--- src/rtl/pipeline_demo_pkg.sv ---
// Shared definitions for the demo sequencer: FSM state encoding and the
// rule that maps a test-vector index to its expected detector label.
package pipeline_demo_pkg;

    typedef enum logic [2:0] {
        ST_IDLE  = 3'd0,
        ST_ISSUE = 3'd1,
        ST_WAIT  = 3'd2,
        ST_SHOW  = 3'd3,
        ST_NEXT  = 3'd4,
        ST_DONE  = 3'd5
    } seq_state_e;

    // Even-numbered vectors carry a seizure pattern, odd-numbered ones do not.
    function automatic logic expected_seizure(input logic [31:0] index);
        return ((index & 32'd1) == 32'd0);
    endfunction

endpackage

--- src/rtl/pipeline_demo_sequencer_btn_sync_edge.sv ---
// Multi-stage synchroniser for the raw start button followed by a rising-edge
// detector on the two oldest stages, giving a single-cycle pulse per press.
module btn_sync_edge #(
    parameter int STAGES = 3
) (
    input  logic clk,
    input  logic rst_n,
    input  logic btn_i,
    output logic pulse_o
);

    logic [STAGES-1:0] sync_q;
    logic [STAGES-1:0] sync_d;

    // Shift the raw button into the youngest stage; stage 0 is the youngest.
    always_comb begin
        sync_d = {sync_q[STAGES-2:0], btn_i};
    end

    // Synchroniser flops with synchronous active-low reset.
    always_ff @(posedge clk) begin
        if (!rst_n) begin
            sync_q <= '0;
        end else begin
            sync_q <= sync_d;
        end
    end

    // Rising edge: the newer of the last two stages is high, the older still low.
    assign pulse_o = sync_q[STAGES-2] & ~sync_q[STAGES-1];

endmodule

--- src/rtl/pipeline_demo_sequencer.sv ---
// Demo sequencer that feeds test-vector indices to a seizure detector, either
// one manually selected vector or an automatic sweep of all vectors, scores
// each detector answer against the expected label and drives status LEDs.
module pipeline_demo_sequencer
    import pipeline_demo_pkg::*;
#(
    parameter int N_VECTORS      = 10,
    parameter int IDX_W          = 4,
    parameter int SYNC_STAGES    = 3,
    parameter int TIMEOUT_CYCLES = 4096,
    parameter int CNT_W          = 8
) (
    input  logic             clk,
    input  logic             rst_n,
    input  logic [IDX_W-1:0] vector_sel,
    input  logic             start_btn,
    input  logic             mode_auto,
    input  logic             det_ready,
    input  logic             det_result_valid,
    input  logic             det_seizure,
    output logic             det_start,
    output logic [IDX_W-1:0] det_index,
    output logic             seizure_led,
    output logic             non_seizure_led,
    output logic             processing_led,
    output logic             ready_led,
    output logic             error_led,
    output logic             sweep_done,
    output logic [IDX_W-1:0] vector_leds,
    output logic [CNT_W-1:0] pass_count,
    output logic [CNT_W-1:0] fail_count
);

    localparam int               TMO_W     = $clog2(TIMEOUT_CYCLES + 1);
    localparam logic [TMO_W-1:0] TMO_LAST  = TMO_W'(TIMEOUT_CYCLES - 1);
    localparam logic [IDX_W-1:0] LAST_IDX  = IDX_W'(N_VECTORS - 1);
    localparam logic [IDX_W:0]   N_VEC_EXT = (IDX_W + 1)'(N_VECTORS);

    // Saturating increment: counters stick at all-ones instead of wrapping.
    function automatic logic [CNT_W-1:0] sat_inc(input logic [CNT_W-1:0] v);
        return (&v) ? v : (v + CNT_W'(1));
    endfunction

    seq_state_e       state_q, state_d;
    logic             start_pulse_s;
    logic [IDX_W-1:0] sel_meta_q, sel_sync_q, sel_clamped_s;
    logic [IDX_W-1:0] idx_q, idx_d;
    logic             mode_q, mode_d;
    logic [TMO_W-1:0] tmo_q, tmo_d;
    logic             res_q, res_d;
    logic             res_valid_q, res_valid_d;
    logic             err_q, err_d;
    logic [CNT_W-1:0] pass_q, pass_d;
    logic [CNT_W-1:0] fail_q, fail_d;
    logic             timeout_s;
    logic             seizure_led_q, non_seizure_led_q, processing_led_q;
    logic             ready_led_q, error_led_q, sweep_done_q;
    logic [IDX_W-1:0] vector_leds_q;

    btn_sync_edge #(
        .STAGES (SYNC_STAGES)
    ) u_btn_sync (
        .clk     (clk),
        .rst_n   (rst_n),
        .btn_i   (start_btn),
        .pulse_o (start_pulse_s)
    );

    // Two-flop synchroniser for the vector selection switches.
    always_ff @(posedge clk) begin
        if (!rst_n) begin
            sel_meta_q <= '0;
            sel_sync_q <= '0;
        end else begin
            sel_meta_q <= vector_sel;
            sel_sync_q <= sel_meta_q;
        end
    end

    // Clamp out-of-range selections to the last valid vector.
    always_comb begin
        if ({1'b0, sel_sync_q} >= N_VEC_EXT) begin
            sel_clamped_s = LAST_IDX;
        end else begin
            sel_clamped_s = sel_sync_q;
        end
    end

    assign timeout_s = (tmo_q == TMO_LAST);

    // FSM state register.
    always_ff @(posedge clk) begin
        if (!rst_n) begin
            state_q <= ST_IDLE;
        end else begin
            state_q <= state_d;
        end
    end

    // FSM next-state logic.
    always_comb begin
        state_d = state_q;
        case (state_q)
            ST_IDLE: begin
                if (start_pulse_s && det_ready) begin
                    state_d = ST_ISSUE;
                end else begin
                    state_d = ST_IDLE;
                end
            end
            ST_ISSUE: state_d = ST_WAIT;
            ST_WAIT: begin
                if (det_result_valid || timeout_s) begin
                    state_d = mode_q ? ST_NEXT : ST_SHOW;
                end else begin
                    state_d = ST_WAIT;
                end
            end
            ST_SHOW: state_d = ST_IDLE;
            ST_NEXT: begin
                if (idx_q == LAST_IDX) begin
                    state_d = ST_DONE;
                end else if (det_ready) begin
                    state_d = ST_ISSUE;
                end else begin
                    state_d = ST_NEXT;
                end
            end
            ST_DONE: state_d = ST_IDLE;
            default: state_d = ST_IDLE;
        endcase
    end

    // FSM output logic: next values of the sequencing fields and counters.
    always_comb begin
        idx_d       = idx_q;
        mode_d      = mode_q;
        tmo_d       = tmo_q;
        res_d       = res_q;
        res_valid_d = res_valid_q;
        err_d       = err_q;
        pass_d      = pass_q;
        fail_d      = fail_q;
        case (state_q)
            ST_IDLE: begin
                if (start_pulse_s && det_ready) begin
                    mode_d      = mode_auto;
                    res_valid_d = 1'b0;
                    if (mode_auto) begin
                        idx_d  = '0;
                        pass_d = '0;
                        fail_d = '0;
                        err_d  = 1'b0;
                    end else begin
                        idx_d = sel_clamped_s;
                    end
                end else begin
                    idx_d = idx_q;
                end
            end
            ST_ISSUE: tmo_d = '0;
            ST_WAIT: begin
                // A result in the same cycle as the timeout wins.
                if (det_result_valid) begin
                    res_d       = det_seizure;
                    res_valid_d = 1'b1;
                    if (det_seizure == expected_seizure(32'(idx_q))) begin
                        pass_d = sat_inc(pass_q);
                    end else begin
                        fail_d = sat_inc(fail_q);
                    end
                end else if (timeout_s) begin
                    err_d       = 1'b1;
                    fail_d      = sat_inc(fail_q);
                    res_valid_d = 1'b0;
                end else begin
                    tmo_d = tmo_q + TMO_W'(1);
                end
            end
            ST_NEXT: begin
                if ((idx_q != LAST_IDX) && det_ready) begin
                    idx_d = idx_q + IDX_W'(1);
                end else begin
                    idx_d = idx_q;
                end
            end
            default: idx_d = idx_q;
        endcase
    end

    // Sequencing fields and score counters.
    always_ff @(posedge clk) begin
        if (!rst_n) begin
            idx_q       <= '0;
            mode_q      <= 1'b0;
            tmo_q       <= '0;
            res_q       <= 1'b0;
            res_valid_q <= 1'b0;
            err_q       <= 1'b0;
            pass_q      <= '0;
            fail_q      <= '0;
        end else begin
            idx_q       <= idx_d;
            mode_q      <= mode_d;
            tmo_q       <= tmo_d;
            res_q       <= res_d;
            res_valid_q <= res_valid_d;
            err_q       <= err_d;
            pass_q      <= pass_d;
            fail_q      <= fail_d;
        end
    end

    // Status LEDs registered from the current state, lagging it by one cycle.
    always_ff @(posedge clk) begin
        if (!rst_n) begin
            seizure_led_q     <= 1'b0;
            non_seizure_led_q <= 1'b0;
            processing_led_q  <= 1'b0;
            ready_led_q       <= 1'b0;
            error_led_q       <= 1'b0;
            sweep_done_q      <= 1'b0;
            vector_leds_q     <= '0;
        end else begin
            seizure_led_q     <= res_valid_q & res_q;
            non_seizure_led_q <= res_valid_q & ~res_q;
            processing_led_q  <= (state_q == ST_ISSUE) || (state_q == ST_WAIT) ||
                                 (state_q == ST_NEXT);
            ready_led_q       <= (state_q == ST_IDLE) && det_ready;
            error_led_q       <= err_q;
            sweep_done_q      <= (state_q == ST_DONE);
            vector_leds_q     <= (state_q == ST_IDLE) ? sel_clamped_s : idx_q;
        end
    end

    // The detector handshake comes straight from state so it has no extra lag.
    assign det_start       = (state_q == ST_ISSUE);
    assign det_index       = idx_q;
    assign seizure_led     = seizure_led_q;
    assign non_seizure_led = non_seizure_led_q;
    assign processing_led  = processing_led_q;
    assign ready_led       = ready_led_q;
    assign error_led       = error_led_q;
    assign sweep_done      = sweep_done_q;
    assign vector_leds     = vector_leds_q;
    assign pass_count      = pass_q;
    assign fail_count      = fail_q;

endmodule

--- config.mk ---
export PLATFORM = sky130hd
export DESIGN_NAME = pipeline_demo_sequencer
export DESIGN_NICKNAME = d
export VERILOG_FILES = /design/src/rtl/pipeline_demo_pkg.sv /design/src/rtl/pipeline_demo_sequencer_btn_sync_edge.sv /design/src/rtl/pipeline_demo_sequencer.sv
export SDC_FILE = /design/constraint.sdc
export NUM_CORES = 1
export LEC_CHECK = 0
export ABC_CLOCK_PERIOD_IN_PS = 2460
export CAP_MARGIN = 5
export CORE_MARGIN = 3
export CORE_UTILIZATION = 40
export DETAILED_ROUTE_END_ITERATION = 16
export GPL_ROUTABILITY_DRIVEN = 0
export HOLD_SLACK_MARGIN = 0.08
export REMOVE_ABC_BUFFERS = 1
export SLEW_MARGIN = 20
export SYNTH_ARGS = -nofsm -noshare
export SYNTH_HDL_FRONTEND = slang
export SYNTH_SLANG_ARGS = --single-unit
export TNS_END_PERCENT = 10
--- constraint.sdc ---
create_clock -name clk -period 2.46 [get_ports clk]
set_input_delay 0.246 -clock clk [delete_from_list [all_inputs] [get_ports clk]]
set_output_delay 0.246 -clock clk [all_outputs]
set_load 0.03 [all_outputs]
Word level (Yosys, flattened, before mapping) --
Cells that the tools add are included.
Word-level totals: register bits after elaboration 61, input port bits 11, word-level logic and storage cells 104, output and inout port bits 31
Cells by class: magnitude comparators 1, $add $sub $neg 4, reductions and logical operators 21, eq/ne operators 19, mux-type cells 35, bitwise operators 5
Operators by type and width (count):
- $mux 8 | 9
- $logic_not 32->1 | 1
- $pmux 8 s2 | 2
- $mux 13 | 2
- $pmux 13 s2 | 1
- $mux 4 | 5
- $ne 2x2->1 const B | 9
- $add 8x1->8 const B | 2
- $reduce_and 8->1 | 2
- $add 13x1->13 const B | 1
- $eq 13x12->1 const B | 1
- $mux 3 | 4
- $pmux 3 s4 | 1
- $reduce_and 5->1 | 2
- $reduce_and 3->1 | 3
- $mux 1 | 8
- $pmux 4 s2 | 1
- $eq 3x3->1 const B | 2
- $ne 3x3->1 const B | 2
- $reduce_and 6->1 | 1
- $reduce_bool 2->1 | 3
- $add 4x1->4 const B | 1
- $eq 4x4->1 const B | 1
- $ge 4x4->1 const B | 1
- other kinds (11) | 20

Longest topological paths before layout --
Gate-level depths: netlist of run 1.
word-level depth 5, gate-level depth with buffers 8, mapped depth without buffers 7

Hierarchy --
From an unflattened synthesis of run 1, not the netlist that was laid out.
Second synthesis, totals: cell total of the unflattened synthesis 330, area total of the unflattened synthesis 2869.0 um^2
By module, submodules not included:
- pipeline_demo_sequencer | area an instance 2776.4 um^2, times used 1, cells an instance 323
- btn_sync_edge | area an instance 92.6 um^2, times used 1, cells an instance 7

Worst setup path before layout of run 1 --
Ideal clock, no wire load.
path kind register to register, from reg tmo_q[0], to reg fail_q[3], in the netlist fail_count[3], clock period less this slack 2.175 ns, data arrival time 2.087 ns, library setup time 0.087 ns, stages on the path, launching flop included 8, buffers on the path 1, required time 2.373 ns, path slack 0.285 ns, cells stage by stage dfxtp_1 ha_1 nand3_2 nor4_4 nor2_4 or4_1 buf_2 o31ai_1
On the way: word-level cells in the longest chain between the ends 3
RTL lines:
- start, declared | RTL line pipeline_demo_sequencer.sv:49 | logic [TMO_W-1:0] tmo_q, tmo_d;
- start signal, assigned | RTL line pipeline_demo_sequencer.sv:205 | tmo_q <= tmo_d;
- $eq 13x12->1 | RTL line pipeline_demo_sequencer.sv:89 | assign timeout_s = (tmo_q == TMO_LAST);
- $ne 3x3->1 (no source line)
- $reduce_and 5->1 (no source line)
- end signal, assigned | RTL line pipeline_demo_sequencer.sv:210 | fail_q <= fail_d;
- end, declared | RTL line pipeline_demo_sequencer.sv:54 | logic [CNT_W-1:0] fail_q, fail_d;
No other way between the ends. A chain may end at the register's enable or synchronous reset.

Final worst setup path of run 1 --
from reg tmo_q[0], to reg fail_q[6], in the netlist fail_count[6]
The elaborated chain is that of the path after synthesis.

==> results of run 1 <==
cell usage after synthesis (2+ instances only):
library cell,number
a211oi_1,7
a21oi_1,27
a311oi_1,2
a31oi_1,6
a41oi_1,4
and2_1,17
and3_1,4
buf_2,4
clkbuf_1,12
dfxtp_1,61
ha_1,5
inv_1,7
nand2_1,33
nand2b_1,6
nand3_1,17
nand3b_1,3
nand4_1,7
nor2_1,33
nor3_1,8
nor4b_1,2
o211ai_1,2
o21a_1,3
o21ai_0,19
o221a_2,3
o311ai_0,6
o31ai_1,6
or2_2,2
or3_1,3
or4_1,3
xnor2_1,2
critical path, delay by kind of cell (launching register included):
family / cells / cell delay [ns]
AOI/OAI and AO/OA: 3 / 0.76
and+or+nand+nor: 2 / 0.52
DFF: 1 / 0.39
adders and majority gates: 1 / 0.23
buffers and inverters: 1 / 0.23
power groups by stage:
| stage | Clock [W] | Sequential, W | Combinational (W) |
|---|---|---|---|
| after global placement | 0 | 0.00104 | 0.000205 |
| after global routing | 0.00101 | 0.00102 | 0.000229 |
| after detailed placement | 0 | 0.00104 | 0.000205 |
| final | 0.000943 | 0.00102 | 0.000208 |
| after floorplan | 0 | 0.00106 | 0.0000926 |
| after CTS | 0.000969 | 0.00102 | 0.000207 |
final cells by class:
class	count	area, um^2
Fill cell	612	3020
Multi-Input combinational cell	248	1480
Sequential cell	61	1220
Timing Repair Buffer	53	500
Clock buffer	11	131
Tap cell	93	116
Clock inverter	5	75.1
Inverter	7	26.3
through the flow:
| step | setup WS, ns | instances |
|---|---|---|
| 4_1_cts | 0.208 | 478 |
| 6_report | 0.202 | 478 |
| 3_5_place_dp | 0.232 | 462 |
| 5_1_grt | 0.0516 | 478 |
| 3_3_place_gp | 0.319 | 462 |
| 2_1_floorplan | 0.252 | 316 |
cell families after synthesis:
kind of cell	after synthesis
AOI/OAI and AO/OA	91
DFF	61
xor gates and xnor gates	3
adders and majority gates	5
buffers and inverters	24
and+or+nand+nor	148
muxes	1
registers in the layout, indices dropped and copies added, names as in the netlist:
name               cells
tmo_q                 13
fail_count             8
pass_count             8
det_index              4
sel_meta_q             4
sel_sync_q             4
vector_leds            4
state_q                3
u_btn_sync.sync_q      3
err_q                  1
error_led              1
mode_q                 1
non_seizure_led        1
processing_led         1
ready_led              1
res_q                  1
res_valid_q            1
seizure_led            1
sweep_done             1
final timing paths:
check | end | slack (ns) | depth (start not counted)
worst max-delay path | fail_count[6] | 0.20 | 7
worst min-delay path | non_seizure_led | 0.42 | 1
worst max register to register | fail_count[6] | 0.20 | 7
worst min register to register | non_seizure_led | 0.42 | 1
metal layers:
metal  track usage  vias to the layer above  wire [um]
met5             0                        -          0
met4        0.0609                        0         96
met3        0.0538                       12        372
met2         0.275                       98       3000
met1         0.263                     1213       3320
li1              -                     1305          -
==> run metrics, run 1 <==
Peak VDD IR 0.394 mV; Clock Path Buffers 2; post-synthesis simple-gate area fraction 0.282; CTS Sinks 61; first-pass GRT wire length 11700 um; largest net degree at the start of global routing 32; biggest area consumer among synthesized cells dfxtp_1; die area 0.00803 mm^2; core area 0.00657 mm^2; layout cells sized above 1 0.101; Buffers on Ports 41; clock slew at reported path FFs 0.07 ns; outcome complete, no violations; Slew headroom 0.597; Crit Path Class register to register; drc violations 0; Die Wd 89.6 um; # Post-CTS Setup Buffers 0; vias in the first global route 2395; worst-skew pair later-pin latency 0.33 ns; die height 89.6 um; Hold-fix buffers, CTS 0; IO Pins 42; Tot Pwr 0.00217 W; placed cell area 0.00334 mm^2; crit path cell chain ha_1, nand3_2, nor4_4, buf_4, o21ai_1, o311ai_0, o31ai_1; routed len/inst 14.2 um; post-route cell area 0.00355 mm^2; Via density 5.50; clock skew 0.00595 ns; Maximum Capacitance Violations 0; sequential power share 0.470; crit path max fanout 9; final wirelength 6790 um; Yosys cell types 49; Clock Power Share 0.434; Logic pwr share 0.096; crit-path max cell delay 0.42 ns; GRT Total Usage 0.187; ANT cells 0; antenna viol nets, final 0; CP arrival 2.46 ns; CP Launch Point tmo_q[0]; Vias 2628; Crit. End Element register; Int Pwr 0.00166 W; worst reg2reg path startpoint tmo_q[0]; adder-cell area share of the yosys netlist 0.0224; Setup crit start kind register; Switching Fraction 0.237; most frequent cells in the layout dfxtp_1, clkdlybuf4s50_1, nor2_1, nand2_1, a21oi_1; largest family of logic cells by synthesized area simple AND/OR/NAND/NOR gates; Tmin final 2.26 ns; Worst EP required 2.66 ns; CTS root buf clkbuf_8; post-DP HPWL 4500 um; Slew Viols, Final 0; number of synthesized flops with an enable pin 0; commonest non-fill, non-tap cell in the layout dfxtp_1; CTS H-tree lvls 3; Starting DRT DRC Count 176; nets 396; Final Hold Violating Endpoints 0; post-synthesis sequential area ratio 0.437; Setup Total Neg Slack 0 ns; P_leak 1.26 nW; Mapped Area 0.00280 mm^2; Synth top area share 0.437; final setup vio count 0; gr ovfl total 0; slowest stage cell, crit path o311ai_0; worst hold path type register to register; hold_sp res_q; Synth Flop Type dfxtp_1; Mapped Cells 333; RSZ-0062 raised after global routing false; Sw Pwr 0.000515 W; multiplexer area fraction after synthesis 0.00403; PwrDens 612 mW/mm^2; worst-margin pin slew 0.600 ns; fmax 443 MHz; cts repair resizes 0; Num CTS Buffers 9; leading cell types by total area after synthesis dfxtp_1, a21oi_1, nand2_1; WHS 0.421 ns; post-synthesis xor/xnor area fraction 0.00940; Initial DRT Pass Iterations 4; Synth Area in Compound Gates 0.211; area grow syn2layout 26.9%; fin util 0.540; Async S/R FF share, synth 0; initial core utilization 0.426; Final period util 0.918; YS warnings 0; synthesized flop and latch total 61; antenna violations before repair 0; Avg Inst Size Synth 8.39 um^2; CTS tree done; num rows 29
Power figures use the tool's default switching activity.
==> inputs of run 2 (changes only) <==
--- a/config.mk
+++ b/config.mk
@@ -5,6 +5,7 @@
 export SDC_FILE = /design/constraint.sdc
 export NUM_CORES = 1
 export LEC_CHECK = 0
+export ABC_AREA = 0
 export ABC_CLOCK_PERIOD_IN_PS = 2460
 export CAP_MARGIN = 5
 export CORE_MARGIN = 3
==> results of run 2 <==
Same layout as run 1: the final DEF is identical, and so are final timing and power.
